### src/rtl/can_pkg.sv
// Shared CAN CRC-15 definitions: constants, receive-checker state encoding and
// the serial CRC step used by both the receive checker and the transmit generator.
package can_pkg;

  localparam int              CAN_CRC_W    = 15;
  localparam logic [14:0]     CAN_CRC_POLY = 15'h4599;
  localparam logic [14:0]     CAN_CRC_INIT = 15'h0000;

  typedef enum logic [1:0] {
    ST_IDLE  = 2'd0,
    ST_CALC  = 2'd1,
    ST_RXCRC = 2'd2,
    ST_DELIM = 2'd3
  } can_crc_state_e;

  // One serial CRC step; the x^15 term is implicit and drops out of the shift.
  function automatic logic [CAN_CRC_W-1:0] can_crc15_step(
    input logic [CAN_CRC_W-1:0] crc,
    input logic                 din,
    input logic [CAN_CRC_W-1:0] poly
  );
    logic nxt;
    nxt = din ^ crc[CAN_CRC_W-1];
    return {crc[CAN_CRC_W-2:0], 1'b0} ^ (nxt ? poly : '0);
  endfunction

endpackage

### src/rtl/can_crc15_lfsr.sv
// Serial CAN CRC-15 LFSR with bit enable and a synchronous load that seeds
// from INIT and absorbs the loading bit in the same cycle.
module can_crc15_lfsr
  import can_pkg::*;
#(
  parameter int             W    = CAN_CRC_W,
  parameter logic [W-1:0]   POLY = CAN_CRC_POLY,
  parameter logic [W-1:0]   INIT = CAN_CRC_INIT
) (
  input  logic         clk,
  input  logic         rst_n,
  input  logic         i_en,
  input  logic         i_load,
  input  logic         i_din,
  output logic [W-1:0] o_crc
);

  logic [W-1:0] r_lfsr;

  // NOTE: sequential state uses non-blocking assignments so every flop samples
  // pre-edge values regardless of process ordering.
  always_ff @(posedge clk or negedge rst_n) begin
    if (!rst_n) begin
      r_lfsr <= '0;
    end else if (i_load) begin
      r_lfsr <= can_crc15_step(INIT, i_din, POLY);
    end else if (i_en) begin
      r_lfsr <= can_crc15_step(r_lfsr, i_din, POLY);
    end
  end

  assign o_crc = r_lfsr;

endmodule

### src/rtl/can_crc_rx_check.sv
// Receive-side CAN CRC-15 checker: recomputes the CRC from SOF to end of data,
// captures the received CRC field and evaluates the CRC delimiter.
module can_crc_rx_check
  import can_pkg::*;
#(
  parameter int                 CRC_W    = CAN_CRC_W,
  parameter logic [CRC_W-1:0]   CRC_POLY = CAN_CRC_POLY,
  parameter logic [CRC_W-1:0]   CRC_INIT = CAN_CRC_INIT
) (
  input  logic             clk,
  input  logic             rst_n,
  input  logic             din,
  input  logic             bit_en,
  input  logic             sof,
  input  logic             crc_start,
  input  logic             abort,
  output logic             busy,
  output logic [CRC_W-1:0] crc_calc,
  output logic [CRC_W-1:0] crc_rx,
  output logic             done,
  output logic             crc_ok,
  output logic             crc_err,
  output logic             delim_err
);

  can_crc_state_e   r_state;
  can_crc_state_e   w_state_nxt;
  logic             w_lfsr_load;
  logic             w_lfsr_en;
  logic [CRC_W-1:0] w_crc_calc;
  logic [CRC_W-1:0] r_crc_rx;
  logic [3:0]       r_cnt;
  logic             r_done;
  logic             r_crc_ok;
  logic             r_crc_err;
  logic             r_delim_err;

  can_crc15_lfsr #(
    .W    (CRC_W),
    .POLY (CRC_POLY),
    .INIT (CRC_INIT)
  ) u_lfsr (
    .clk    (clk),
    .rst_n  (rst_n),
    .i_en   (w_lfsr_en),
    .i_load (w_lfsr_load),
    .i_din  (din),
    .o_crc  (w_crc_calc)
  );

  always_ff @(posedge clk or negedge rst_n) begin
    if (!rst_n) r_state <= ST_IDLE;
    else        r_state <= w_state_nxt;
  end

  // NOTE: every always_comb output gets a default first so no path can infer a latch.
  always_comb begin
    w_state_nxt = r_state;
    w_lfsr_load = 1'b0;
    w_lfsr_en   = 1'b0;
    if (abort) begin
      w_state_nxt = ST_IDLE;
    end else if (bit_en) begin
      if (sof) begin
        w_state_nxt = ST_CALC;
        w_lfsr_load = 1'b1;
      end else begin
        unique case (r_state)
          ST_IDLE:  w_state_nxt = ST_IDLE;
          ST_CALC: begin
            if (crc_start) w_state_nxt = ST_RXCRC;
            else           w_lfsr_en   = 1'b1;
          end
          ST_RXCRC: begin
            if (r_cnt == 4'(CRC_W - 1)) w_state_nxt = ST_DELIM;
          end
          ST_DELIM: w_state_nxt = ST_IDLE;
          default:  w_state_nxt = ST_IDLE;
        endcase
      end
    end
  end

  // crc_calc and crc_rx hold across abort so the controller can still inspect them.
  always_ff @(posedge clk or negedge rst_n) begin
    if (!rst_n) begin
      r_crc_rx    <= '0;
      r_cnt       <= '0;
      r_done      <= 1'b0;
      r_crc_ok    <= 1'b0;
      r_crc_err   <= 1'b0;
      r_delim_err <= 1'b0;
    end else begin
      r_done <= 1'b0;
      if (abort) begin
        r_cnt       <= '0;
        r_crc_ok    <= 1'b0;
        r_crc_err   <= 1'b0;
        r_delim_err <= 1'b0;
      end else if (bit_en) begin
        if (sof) begin
          r_crc_rx    <= '0;
          r_cnt       <= '0;
          r_crc_ok    <= 1'b0;
          r_crc_err   <= 1'b0;
          r_delim_err <= 1'b0;
        end else begin
          unique case (r_state)
            ST_CALC: begin
              if (crc_start) begin
                r_crc_rx <= {{(CRC_W-1){1'b0}}, din};
                r_cnt    <= 4'd1;
              end
            end
            ST_RXCRC: begin
              r_crc_rx <= {r_crc_rx[CRC_W-2:0], din};
              r_cnt    <= r_cnt + 4'd1;
            end
            ST_DELIM: begin
              r_done      <= 1'b1;
              r_crc_err   <= (r_crc_rx != w_crc_calc);
              r_delim_err <= ~din;
              r_crc_ok    <= (r_crc_rx == w_crc_calc) & din;
            end
            default: ;
          endcase
        end
      end
    end
  end

  assign busy      = (r_state != ST_IDLE);
  assign crc_calc  = w_crc_calc;
  assign crc_rx    = r_crc_rx;
  assign done      = r_done;
  assign crc_ok    = r_crc_ok;
  assign crc_err   = r_crc_err;
  assign delim_err = r_delim_err;

endmodule

### config.mk
export PLATFORM = sky130hd
export DESIGN_NAME = can_crc_rx_check
export DESIGN_NICKNAME = d
export VERILOG_FILES = /design/src/rtl/can_pkg.sv /design/src/rtl/can_crc15_lfsr.sv /design/src/rtl/can_crc_rx_check.sv
export SDC_FILE = /design/constraint.sdc
export NUM_CORES = 1
export LEC_CHECK = 0
export ABC_CLOCK_PERIOD_IN_PS = 2700
export CORE_MARGIN = 4
export CORE_UTILIZATION = 40
export DETAILED_ROUTE_END_ITERATION = 10
export PLACE_DENSITY_LB_ADDON = 0.3
export SLEW_MARGIN = 20
export SYNTH_ARGS = -nofsm -noshare
export SYNTH_HDL_FRONTEND = slang
export SYNTH_SLANG_ARGS = --single-unit
### constraint.sdc
create_clock -name clk -period 2.7 [get_ports clk]
set_clock_uncertainty 0.1 [all_clocks]
set_input_delay 0.54 -clock clk [delete_from_list [all_inputs] [get_ports clk]]
set_output_delay 0.54 -clock clk [all_outputs]
set_load 0.01 [all_outputs]
; Yosys cells after proc, flatten, opt, wreduce, memory -nomap -nowiden
; Index checks and enable logic that the tools add are counted.
[totals]
ff_bits = 40
out_inout_bits = 35
word_cells = 77
[classes]
n_addsub = 1
n_eq_ne = 9
n_mux = 42
bitwise_logic = 5
n_reduce_logical = 12
[ops]
columns = op, n
row1 = 2-to-1 mux 15 bit, 6
row2 = one-hot mux 15 bit (2 select lines), 1
row3 = 2-to-1 mux 1 bit, 24
row4 = 2-to-1 mux 4 bit, 4
row5 = equality test 15 bit, 1
row6 = != test 15 bit, 1
row7 = bitwise XOR 15 bit, 1
row8 = 2-to-1 mux 2 bit, 5
row9 = != test 4 bit (second input constant), 2
row10 = one-hot mux 4 bit (2 select lines), 1
row11 = one-hot mux 2 bit (3 select lines), 1
row12 = AND reduction 3 bit, 2
row13 = nonzero test 2 bit, 3
row14 = nonzero test 3 bit, 2
row15 = adder 4 x 1 -> 4 bit (second input constant), 1
row16 = equality test 2 bit (second input constant), 2
row17 = equality test 4 bit (second input constant), 1
row18 = AND reduction 4 bit, 1
row19 = nonzero test 4 bit, 1
row20 = != test 3 bit (second input constant), 1
row21 = equality test 2 x 1 -> 1 bit (second input constant), 1
row22 = logical NOT 2 bit, 1
row23 = NOT 1 bit, 2
row24 = AND reduction 2 bit, 1
row25 = 3 further kinds, 3

; Logic depth before layout (Yosys ltp)
[logic_depth]
depth_word = 7
ltp_mapped = 8
ltp_nobuf = 7

; Cells and area by module
; A second synthesis with hierarchy kept.
[unflattened]
hier_cells = 221
area_unflattened_um2 = 2135.8
[modules_own_cells]
columns = mod, n_inst, cells_each, area_per_inst_um2, seq_area_each_um2
row1 = can_crc_rx_check, 1, 151, 1370.1, 625.6
row2 = can_crc15_lfsr, 1, 70, 765.7, 375.4

; Worst setup path after synthesis
; OpenSTA, ideal clock, no wires.
[synth_timing]
path_type = register to register
from = reg r_state[1]
to = reg u_lfsr.r_lfsr[0] (netlist: u_lfsr.o_crc[0])
setup_ps = 127
arrival_time_ps = 1500
required_time_ps = 2473
setup_slack_ps = 972
path_stages_with_launch = 9
path_buffers = 1
path_cell_list = dfrtp_1 > inv_1 > ha_1 > nor2b_2 > and3_1 > buf_6 > a21oi_2 > a222oi_1 > inv_1
[synth_between]
elab_chain_cells = 6
[synth_rtl]
columns = item, line
row1 = start: declaration, can_crc_rx_check.sv:26  ; can_crc_state_e r_state;
row2 = start signal: assignment, can_crc_rx_check.sv:53  ; else r_state <= w_state_nxt;
row3 = equality test 2 x 1 -> 1 bit, can_crc_rx_check.sv:68  ; unique case (r_state)
row4 = 2-to-1 mux 1 bit, can_crc_rx_check.sv:68
row5 = 2-to-1 mux 1 bit, can_crc_rx_check.sv:64  ; if (sof) begin
row6 = 2-to-1 mux 1 bit, can_crc_rx_check.sv:63  ; end else if (bit_en) begin
row7 = 2-to-1 mux 1 bit, can_crc_rx_check.sv:61  ; if (abort) begin
row8 = nonzero test 2 bit (no line), -
row9 = end signal: assignment, can_crc15_lfsr.sv:26  ; r_lfsr <= can_crc15_step(INIT, i_din, POLY);
row10 = end signal: assignment, can_crc15_lfsr.sv:28  ; r_lfsr <= can_crc15_step(r_lfsr, i_din, POLY);
row11 = end: declaration, can_crc15_lfsr.sv:18  ; logic [W-1:0] r_lfsr;
; No other way between the ends.
; A chain may end at the register's enable or synchronous reset.

; Final worst setup path
[layout_timing]
from = reg u_lfsr.r_lfsr[14] (netlist: u_lfsr.o_crc[14])
to = out crc_calc[14]
[layout_rtl]
columns = item, line
row1 = end: declaration, can_crc_rx_check.sv:18  ; output logic [CRC_W-1:0] crc_calc,
; No word-level cell between the ends.

==> metrics.txt <==
1st-iter DRT viols=127; Finished Layout Cells=346; DP HPWL=3568 um; final cycle utilization of the critical path=0.8400; antenna violations before repair=0; Nets=288; Max Cap Viol=0; Worst-Margin Slew=0.8682 ns; Distinct cells, synth=38; warnings from Yosys=0; die height=roughly 80 um; number of global-route vias before repair=1,663; crit path capture type=output pin; DP Cell Count=between 300 and 400; post-route cell area=roughly 2700 um2; top post-synthesis cells by count=nand2_1, dfrtp_1, o21ai_0; post-CTS setup repair buffer count=0; kind of critical path=reg2out; slew margin rel.=0.4212; Area after DPL=2586 um2; post-synth top area share=0.4714; synthesis-to-finish area growth=27.05%; Post-synth EDFFs=0; Power Density=518.4 nW/um2; Req. time, crit path=2.06 ns; Final Hold Vio Count=0; largest net degree at the start of global routing=41; final setup vio count=0; Slowest-stage cell, CP=dfrtp_1; Setup crit start kind=flop; Worst-Skew Late Latency=slightly below 0.3 ns; CP arrival=1.63 ns; layout cells sized above 1=0.07609; synthesized cell area=2123 um2; Buf/Inv on CP=1; core region area=5140 um2; most frequent cell after synthesis=nand2_1; Resized cells post-CTS=0; Via Count=1,779; Synth Flop Type=dfrtp_1; Seq cells post-synth=40; final setup TNS=0 ns; post-layout util=0.5248; CTS root buf=clkbuf_8; post-synthesis sequential area ratio=0.4714; pre-CTS setup slack=0.2828 ns; GRT Total Usage=0.1614; PortBufs=~40; Reg clk slew, reported paths=0.08 ns; Area contributors post-synth=dfrtp_1, nand2_1, o21ai_0; Slew Viols, Final=0; Max Clock Freq=between 400 and 500 MHz; clk sinks=40; worst hold path type=in2async; Crit Path Max Fanout=14; Crit path max-delay family=flip-flops; WL final=4860 um; Synth Area per Inst=9.113 um2; number of diodes=0; Peak supply drop=240.2 uV; htree depth=2; Synth area leader=dfrtp_1; hold_buf cts=0; TritonCTS Buffers=5; global route overflow=0; vias per cell=5.142; status=complete, no violations; final setup margin=approximately 0.43 ns; minimum clock period=2.268 ns; unrepaired setup endpoints after global routing=no; WHS=approximately 0.26 ns; crit-path max cell delay=0.69 ns; Die ar.=6538 um2; CP Cell Sequence=clkdlybuf4s50_1; Total Power=1.398 mW; num ports=42; Initial Util=0.4131; Pre-antenna DRT Iters=6; first-pass GRT wire length=8204 um; post-synthesis async set-or-reset flop share=1.000; Cell Rows=26; clock tree buffer depth=2; Placer Congestion=0.8589; Chip Width=about 81 um; DRC errors left=0; CTS tree=yes; P_leak=roughly 1.2 nW; post-route ant nets=0; post-synth net total=~250; post-synthesis cell count=233; wire per inst=~14 um
-- worst paths after layout --
kind / startpoint / endpoint / slack [ns] / depth (start not counted)
worst max-delay path: u_lfsr.o_crc[14]$_DFFE_PN0P_ / crc_calc[14] / 0.43 / 1
worst min-delay path: rst_n / crc_rx[6]$_DFFE_PN0P_ / 0.26 / 1
worst max register to register: r_state[1]$_DFFE_PN0P_ / u_lfsr.o_crc[3]$_DFFE_PN0P_ / 0.79 / 8
worst min register to register: delim_err$_DFFE_PN0P_ / delim_err$_DFFE_PN0P_ / 0.41 / 1
max in group asynchronous: rst_n / u_lfsr.o_crc[3]$_DFFE_PN0P_ / 1.70 / 1
min in group clk: delim_err$_DFFE_PN0P_ / delim_err$_DFFE_PN0P_ / 0.41 / 1
-- layer usage --
layer	vias up	share of wire	track usage
met1	840	0.49	0.2240
li1	879	-	-
met3	7	0.052	0.03437
met2	53	0.45	0.2553
met5	-	0	0
met4	0	0.010	0.04392
-- cell families (layout without fill, tap and decap cells) --
group | Yosys count | count (layout) | share of synthesized area
compound gates | 52 | 52 | 0.1491
flops | 40 | 40 | 0.4714
simple gates | 92 | 92 | 0.2068
xor+xnor | 20 | 20 | 0.08250
buf+inv | 23 | 66 | 0.05480
fa+ha+maj | 6 | 6 | 0.03536
-- cell usage in the layout (no fill, tap or decap), types with 2 or more instances in the layout --
cell type         n
nand2_1          54
dfrtp_1          40
clkdlybuf4s50_1  40
o21ai_0          23
nand3_1          14
xnor2_1          13
inv_1            11
a21oi_1          10
xor2_1            7
nor2_1            6
ha_1              6
buf_4             6
clkbuf_8          5
a222oi_1          4
nor2b_1           3
o22ai_1           3
o31ai_1           3
nand4_1           3
nor2b_2           2
o21a_1            2
-- state kept, by name, indices dropped and copies added, names as in the netlist --
name / flops
u_lfsr.o_crc: 15
r_cnt: 4
crc_ok: 1
crc_err: 1
done: 1
crc_rx: 15
r_state: 2
delim_err: 1
-- where the power goes --
group          switching, mW  internal, mW
registers             0.0504         0.628
clock network          0.215         0.274
logic                  0.112         0.119
-- cell type report --
type | count | area (um2)
sequential | 40 | 1001
timing repair buffer | 47 | 450.4
multi-input combinational | 170 | 1006
tap | 70 | 87.58
clock buffer | 5 | 68.82
inverter | 11 | 41.29
fill | 502 | 2442
clock inverter | 3 | 42.54
(Power assumes the default switching activity.)
